===== config.mk =====
export PLATFORM = sky130hd
export DESIGN_NAME = id_ex_stage
export DESIGN_NICKNAME = d
export VERILOG_FILES = /design/src/rtl/id_ex_stage.sv
export SDC_FILE = /design/constraint.sdc
export NUM_CORES = 1
export LEC_CHECK = 0
export ABC_AREA = 1
export ABC_CLOCK_PERIOD_IN_PS = 1300
export BUFFER_PORTS_ARGS = -buffer_cell sky130_fd_sc_hd__buf_4
export CAP_MARGIN = 20
export CORE_AREA = 2 2 220 222
export CTS_BUF_LIST = sky130_fd_sc_hd__clkbuf_4 sky130_fd_sc_hd__clkbuf_8 sky130_fd_sc_hd__clkbuf_16
export CTS_CLUSTER_DIAMETER = 150
export DETAILED_ROUTE_END_ITERATION = 16
export DIE_AREA = 0 0 222 224
export MAX_ROUTING_LAYER = met4
export PLACE_DENSITY = 0.39
export SYNTH_ARGS = -nofsm -noshare
export SYNTH_HDL_FRONTEND = slang
export SYNTH_SLANG_ARGS = --single-unit

===== constraint.sdc =====
create_clock -name clk -period 1.3 [get_ports clk]
set_clock_uncertainty 0.2 [all_clocks]
set_input_delay 0.13 -clock clk [delete_from_list [all_inputs] [get_ports clk]]
set_output_delay 0.13 -clock clk [all_outputs]
set_load 0.02 [all_outputs]

===== src/rtl/id_ex_stage.sv =====
// rtl/id_ex_stage.sv - ID/EX pipeline register with ALU control decode and operand forwarding
//
// Purpose:
//   Captures decoded operands, immediate, register indices and control bits from
//   the decode stage each cycle. Produces the registered 4-bit ALU Operation code
//   and carry-in, and presents final ALU operands A/B with forwarding resolved.
//
// Optional feature (macro ID_EX_FORWARD_EN):
//   Defined   - operands A and rs2 are forwarded from EX/MEM (priority) or MEM/WB.
//   Undefined - operands come straight from the registered register-file data and
//               the exm_*/mwb_* inputs are ignored (hazards are handled by stalling).
//
// Ports:
//   clk, reset                 - rising-edge clock, synchronous active-high reset
//   id_valid, stall, flush     - slot valid, hold all EX registers, insert bubble
//   id_rs1_data, id_rs2_data   - register-file read data
//   id_imm                     - sign-extended immediate
//   id_rs1, id_rs2, id_rd      - register indices
//   id_alu_op, id_funct3,
//   id_funct7b5, id_alu_src    - ALU decode fields and B-operand select
//   id_reg_write, id_mem_read,
//   id_mem_write, id_branch    - control bits
//   exm_*, mwb_*               - forwarding sources from EX/MEM and MEM/WB
//   ex_valid                   - EX slot holds a real instruction
//   ex_alu_a, ex_alu_b         - final ALU operands
//   ex_store_data              - forwarded rs2 for stores
//   ex_operation               - ALU Operation code
//   ex_alu_carry_in            - ALU carry-in (set for SUB/SLT)
//   ex_rd                      - destination index
//   ex_reg_write, ex_mem_read,
//   ex_mem_write, ex_branch    - registered control bits
//   ex_illegal                 - unsupported funct combination captured

module id_ex_stage #(
    parameter int N     = 64,
    parameter int REG_W = 5
) (
    input  logic             clk,
    input  logic             reset,
    input  logic             id_valid,
    input  logic             stall,
    input  logic             flush,
    input  logic [N-1:0]     id_rs1_data,
    input  logic [N-1:0]     id_rs2_data,
    input  logic [N-1:0]     id_imm,
    input  logic [REG_W-1:0] id_rs1,
    input  logic [REG_W-1:0] id_rs2,
    input  logic [REG_W-1:0] id_rd,
    input  logic [1:0]       id_alu_op,
    input  logic [2:0]       id_funct3,
    input  logic             id_funct7b5,
    input  logic             id_alu_src,
    input  logic             id_reg_write,
    input  logic             id_mem_read,
    input  logic             id_mem_write,
    input  logic             id_branch,
    input  logic             exm_reg_write,
    input  logic [REG_W-1:0] exm_rd,
    input  logic [N-1:0]     exm_result,
    input  logic             mwb_reg_write,
    input  logic [REG_W-1:0] mwb_rd,
    input  logic [N-1:0]     mwb_result,
    output logic             ex_valid,
    output logic [N-1:0]     ex_alu_a,
    output logic [N-1:0]     ex_alu_b,
    output logic [N-1:0]     ex_store_data,
    output logic [3:0]       ex_operation,
    output logic             ex_alu_carry_in,
    output logic [REG_W-1:0] ex_rd,
    output logic             ex_reg_write,
    output logic             ex_mem_read,
    output logic             ex_mem_write,
    output logic             ex_branch,
    output logic             ex_illegal
);

    localparam logic [3:0] OP_AND = 4'b0000;
    localparam logic [3:0] OP_OR  = 4'b0001;
    localparam logic [3:0] OP_ADD = 4'b0010;
    localparam logic [3:0] OP_SUB = 4'b0110;
    localparam logic [3:0] OP_SLT = 4'b0111;

    logic [N-1:0]     rs1_data_q;
    logic [N-1:0]     rs2_data_q;
    logic [N-1:0]     imm_q;
    logic [REG_W-1:0] rs1_q;
    logic [REG_W-1:0] rs2_q;
    logic             alu_src_q;

    logic [3:0]       op_d;
    logic             illegal_d;

    // ALU control decode from ALUOp/funct fields
    always_comb begin
        op_d      = OP_ADD;
        illegal_d = 1'b0;
        case (id_alu_op)
            2'b00: op_d = OP_ADD;
            2'b01: op_d = OP_SUB;
            default: begin
                case (id_funct3)
                    // funct7 bit 5 selects SUB only for R-type; I-type ADDI has no SUBI
                    3'b000: op_d = (id_alu_op == 2'b10 && id_funct7b5) ? OP_SUB : OP_ADD;
                    3'b111: op_d = OP_AND;
                    3'b110: op_d = OP_OR;
                    3'b010: op_d = OP_SLT;
                    default: begin
                        op_d      = OP_ADD;
                        illegal_d = 1'b1;
                    end
                endcase
            end
        endcase
    end

    always_ff @(posedge clk) begin
        if (reset) begin
            ex_valid     <= 1'b0;
            ex_reg_write <= 1'b0;
            ex_mem_read  <= 1'b0;
            ex_mem_write <= 1'b0;
            ex_branch    <= 1'b0;
            ex_illegal   <= 1'b0;
            ex_operation <= 4'b0000;
            ex_rd        <= '0;
            rs1_data_q   <= '0;
            rs2_data_q   <= '0;
            imm_q        <= '0;
            rs1_q        <= '0;
            rs2_q        <= '0;
            alu_src_q    <= 1'b0;
        end else if (flush) begin
            // Bubble: only control state is cleared, data registers are don't-care
            ex_valid     <= 1'b0;
            ex_reg_write <= 1'b0;
            ex_mem_read  <= 1'b0;
            ex_mem_write <= 1'b0;
            ex_branch    <= 1'b0;
            ex_illegal   <= 1'b0;
        end else if (!stall) begin
            // A non-valid slot loads as a bubble so it can never write state
            ex_valid     <= id_valid;
            ex_reg_write <= id_reg_write & id_valid;
            ex_mem_read  <= id_mem_read  & id_valid;
            ex_mem_write <= id_mem_write & id_valid;
            ex_branch    <= id_branch    & id_valid;
            ex_illegal   <= illegal_d    & id_valid;
            ex_operation <= op_d;
            ex_rd        <= id_rd;
            rs1_data_q   <= id_rs1_data;
            rs2_data_q   <= id_rs2_data;
            imm_q        <= id_imm;
            rs1_q        <= id_rs1;
            rs2_q        <= id_rs2;
            alu_src_q    <= id_alu_src;
        end
    end

    // SUB and SLT both compute A + ~B + 1 in the ripple-carry adder
    assign ex_alu_carry_in = (ex_operation == OP_SUB) || (ex_operation == OP_SLT);

`ifdef ID_EX_FORWARD_EN
    // EX/MEM is the younger producer, so it wins over MEM/WB; x0 is never forwarded
    always_comb begin
        ex_alu_a = rs1_data_q;
        if (exm_reg_write && exm_rd != '0 && exm_rd == rs1_q) begin
            ex_alu_a = exm_result;
        end else if (mwb_reg_write && mwb_rd != '0 && mwb_rd == rs1_q) begin
            ex_alu_a = mwb_result;
        end
    end

    always_comb begin
        ex_store_data = rs2_data_q;
        if (exm_reg_write && exm_rd != '0 && exm_rd == rs2_q) begin
            ex_store_data = exm_result;
        end else if (mwb_reg_write && mwb_rd != '0 && mwb_rd == rs2_q) begin
            ex_store_data = mwb_result;
        end
    end
`else
    assign ex_alu_a      = rs1_data_q;
    assign ex_store_data = rs2_data_q;

    // Forwarding sources and captured indices are deliberately left unconnected
    logic unused_fwd;
    assign unused_fwd = ^{exm_reg_write, exm_rd, exm_result,
                          mwb_reg_write, mwb_rd, mwb_result, rs1_q, rs2_q};
`endif

    assign ex_alu_b = alu_src_q ? imm_q : ex_store_data;

endmodule


==> run summary <==
Seq pwr share: 37.3%
setup TNS: -38.92 ns
Avg WL per Cell: 16.0 um
port bufs: 419
largest net degree at the start of global routing: 62
first-pass GRT wire length: 56.1 mm
Clock Sinks: 207
main flop type after synthesis: dfxtp_1
RePlAce Congestion: 0.805
part of the power in the clock network: 41.1%
GR Overflow Total: 0
Synth top area share: 52.3%
fill count: 4946
VDD IR-drop max: 0.724 mV
Clk pin slew, worst setup/hold paths: 0.05 ns
final setup fails: 212
Pwr Density: 1150 nW/um^2
final instance area: 16500 sq um
most common cell in the netlist: nor2_1
#FFs+latches synth: 207
unrepaired setup endpoints after global routing: true
Root Buffer: clkbuf_16
violations in the final reports: hold timing, setup timing
Synth area leader: dfxtp_1
placed inst area: 12200 sq um
initial antenna violation count: 3
top post-synthesis cells by area: dfxtp_1 (52%), o21ai_0 (14%), nor2_1 (13%)
critical path type: reg2out
vias: 9541
Post-Layout Cell Count: 2368
Slew Viols, Final: 0
outcome: complete, but fails checks
# Max-Cap Violations: 0
CP Launch Type: flop
Comb pwr share: 21.7%
Crit. End Element: output pin
I/O pin count: 571
combined area of the multi-input logic cells: 3230 sq um
layout cells sized above 1: 41.5%
Remaining DRCs: 0
Mapped Cells: 1063
Synth cell types: 18
Internal Power: 0.0139 W
die area: 49700 sq um
synth warn: 0
FFs w/ async S/R, synth: 0%
Hold Slack: -0.0302 ns
ANT nets after route: 0
dpl cells: 2083
gr usage total: 14.6%
EDFF count, synth: 0
total power: 0.0190 W
Final WS setup: -0.622 ns
Nets: 2096
# rows: 80
Final HPWL DP: 25.7 mm
area grow syn2layout: 108%
flip-flop and latch area: 4330 sq um
switching part of the total: 27.2%
Syn Area/Cell: 7.45 sq um
Post-Route WL: 37.8 mm
Final Hold Viols: 3
leak pwr: 7.37 nW
fin crit share: 148%
Std-Cell Core Area: 47300 sq um
CTS tree: yes
Hold Path Class: in2reg
chip width: 222 um
top cells by count, synth: nor2_1 (273), o21ai_0 (226), dfxtp_1 (207), nand2_1 (84)
vias in the first global route: 9940
CP required: 0.97 ns
Seq/Total Area, Yosys: 52.3%
Clock Path Buffers: 3
mapped cell area: 7920 sq um
critical path arrival: 1.59 ns
max frequency: 520 MHz
syn_nets: 1426
H-tree lvl count: 1
DRT Pass-1 Iters: 4
CTS Buf Count: 27
DR vias/cell: 4.03
Die Ht: 224 um
Tmin final: 1.92 ns
1st-iter DRT viols: 468
Clock Latency Late Sink: 0.54 ns
initial core utilization: 16.7%
crit path max fanout: 21
NetSw: 0.00518 W
path summary, 6_finish.rpt:
check	slack, ns	endpoint	cells after the start	startpoint
worst min-delay path	-0.03	ex_alu_a[23]	6	flush
worst max-delay path	-0.62	ex_alu_b[41]	5	alu_src_q
worst min register to register	0.26	ex_illegal	2	ex_illegal
worst max register to register	0.12	alu_src_q	4	alu_src_q
logic make-up (layout without fill, tap and decap cells):
| logic type | Yosys count | after routing | share of synthesized area, % |
|---|---|---|---|
| other | 1 | 3 | 0.0473 |
| buffers and inverters | 157 | 844 | 9.08 |
| AO/OA/AOI/OAI | 337 | 337 | 21.3 |
| AND/OR/NAND/NOR | 361 | 362 | 17.3 |
| flip-flops | 207 | 207 | 52.3 |
state kept, by name (all words and copies together) (netlist names):
signal / flops
ex_store_data: 64
alu_src_q: 1
ex_mem_read: 1
ex_mem_write: 1
ex_operation: 3
ex_valid: 1
ex_illegal: 1
ex_alu_a: 64
imm_q: 64
ex_branch: 1
ex_reg_write: 1
ex_rd: 5
cell usage in the layout (no fill, tap or decap), types with 4 or more instances in the layout:
cell type and instances:
buf_4 301, nor2_1 273, dlygate4sd3_1 220, buf_6 177
o21ai_0 162, dfxtp_2 139, o21ai_1 80, nand2_1 79
a21oi_1 73, inv_1 71, dfxtp_1 64, clkbuf_16 30
buf_12 16, o21ai_2 15, o21ai_4 7, clkbuf_4 7
clkbuf_8 6, nand2_2 5, dfxtp_4 4
critical path, stage by stage, from the launching register on:
cell and delay (ns):
dfxtp_4 0.38, buf_12 0.16, buf_12 0.17, nand2_1 0.06, o21ai_1 0.09, buf_4 0.16
metrics by stage:
stage	worst slack, ns	util (%)
detailed placement	-0.217	25.7
floorplan	-0.0758	-
finish	-0.622	34.9
CTS	-0.675	34.4
global route	-0.697	34.9
global placement	-0.193	25.7
power groups by stage:
stage               clock (W)  combinational, W  sequential [W]
global placement            0           0.00321         0.00711
CTS                   0.00816           0.00408         0.00710
global route          0.00840           0.00444         0.00715
detailed placement          0           0.00321         0.00712
finish                0.00783           0.00413         0.00710
floorplan                   0           0.00112         0.00742
metal layers:
layer	GRT usage (%)	part of all wire, %	vias up	wire length, um
met2	23.5	46	342	17300
met5	-	0	-	0
met3	3.74	6.9	50	2600
met1	18.1	45	4379	17000
met4	4.42	2.4	0	896
li1	-	-	4770	-
what timing repair did:
item,in CTS,in global routing
buffers inserted,2,9
hold buffers,220,3
resized for setup,334,20
pin swaps,1,2
endpoints found under the hold margin,207,11
endpoints found under the setup margin,207,409
cloned,2,4
cell type report:
cell class	count	share of cell area [%]
Inverter	75	1.78
Clock inverter	7	0.674
Tap cell	615	4.66
Timing Repair Buffer	722	42.2
Clock buffer	40	4.91
Antenna cell	2	0.0303
Sequential cell	207	26.2
Multi-Input combinational cell	700	19.6
No activity file was read; power rests on OpenSTA's default activity.
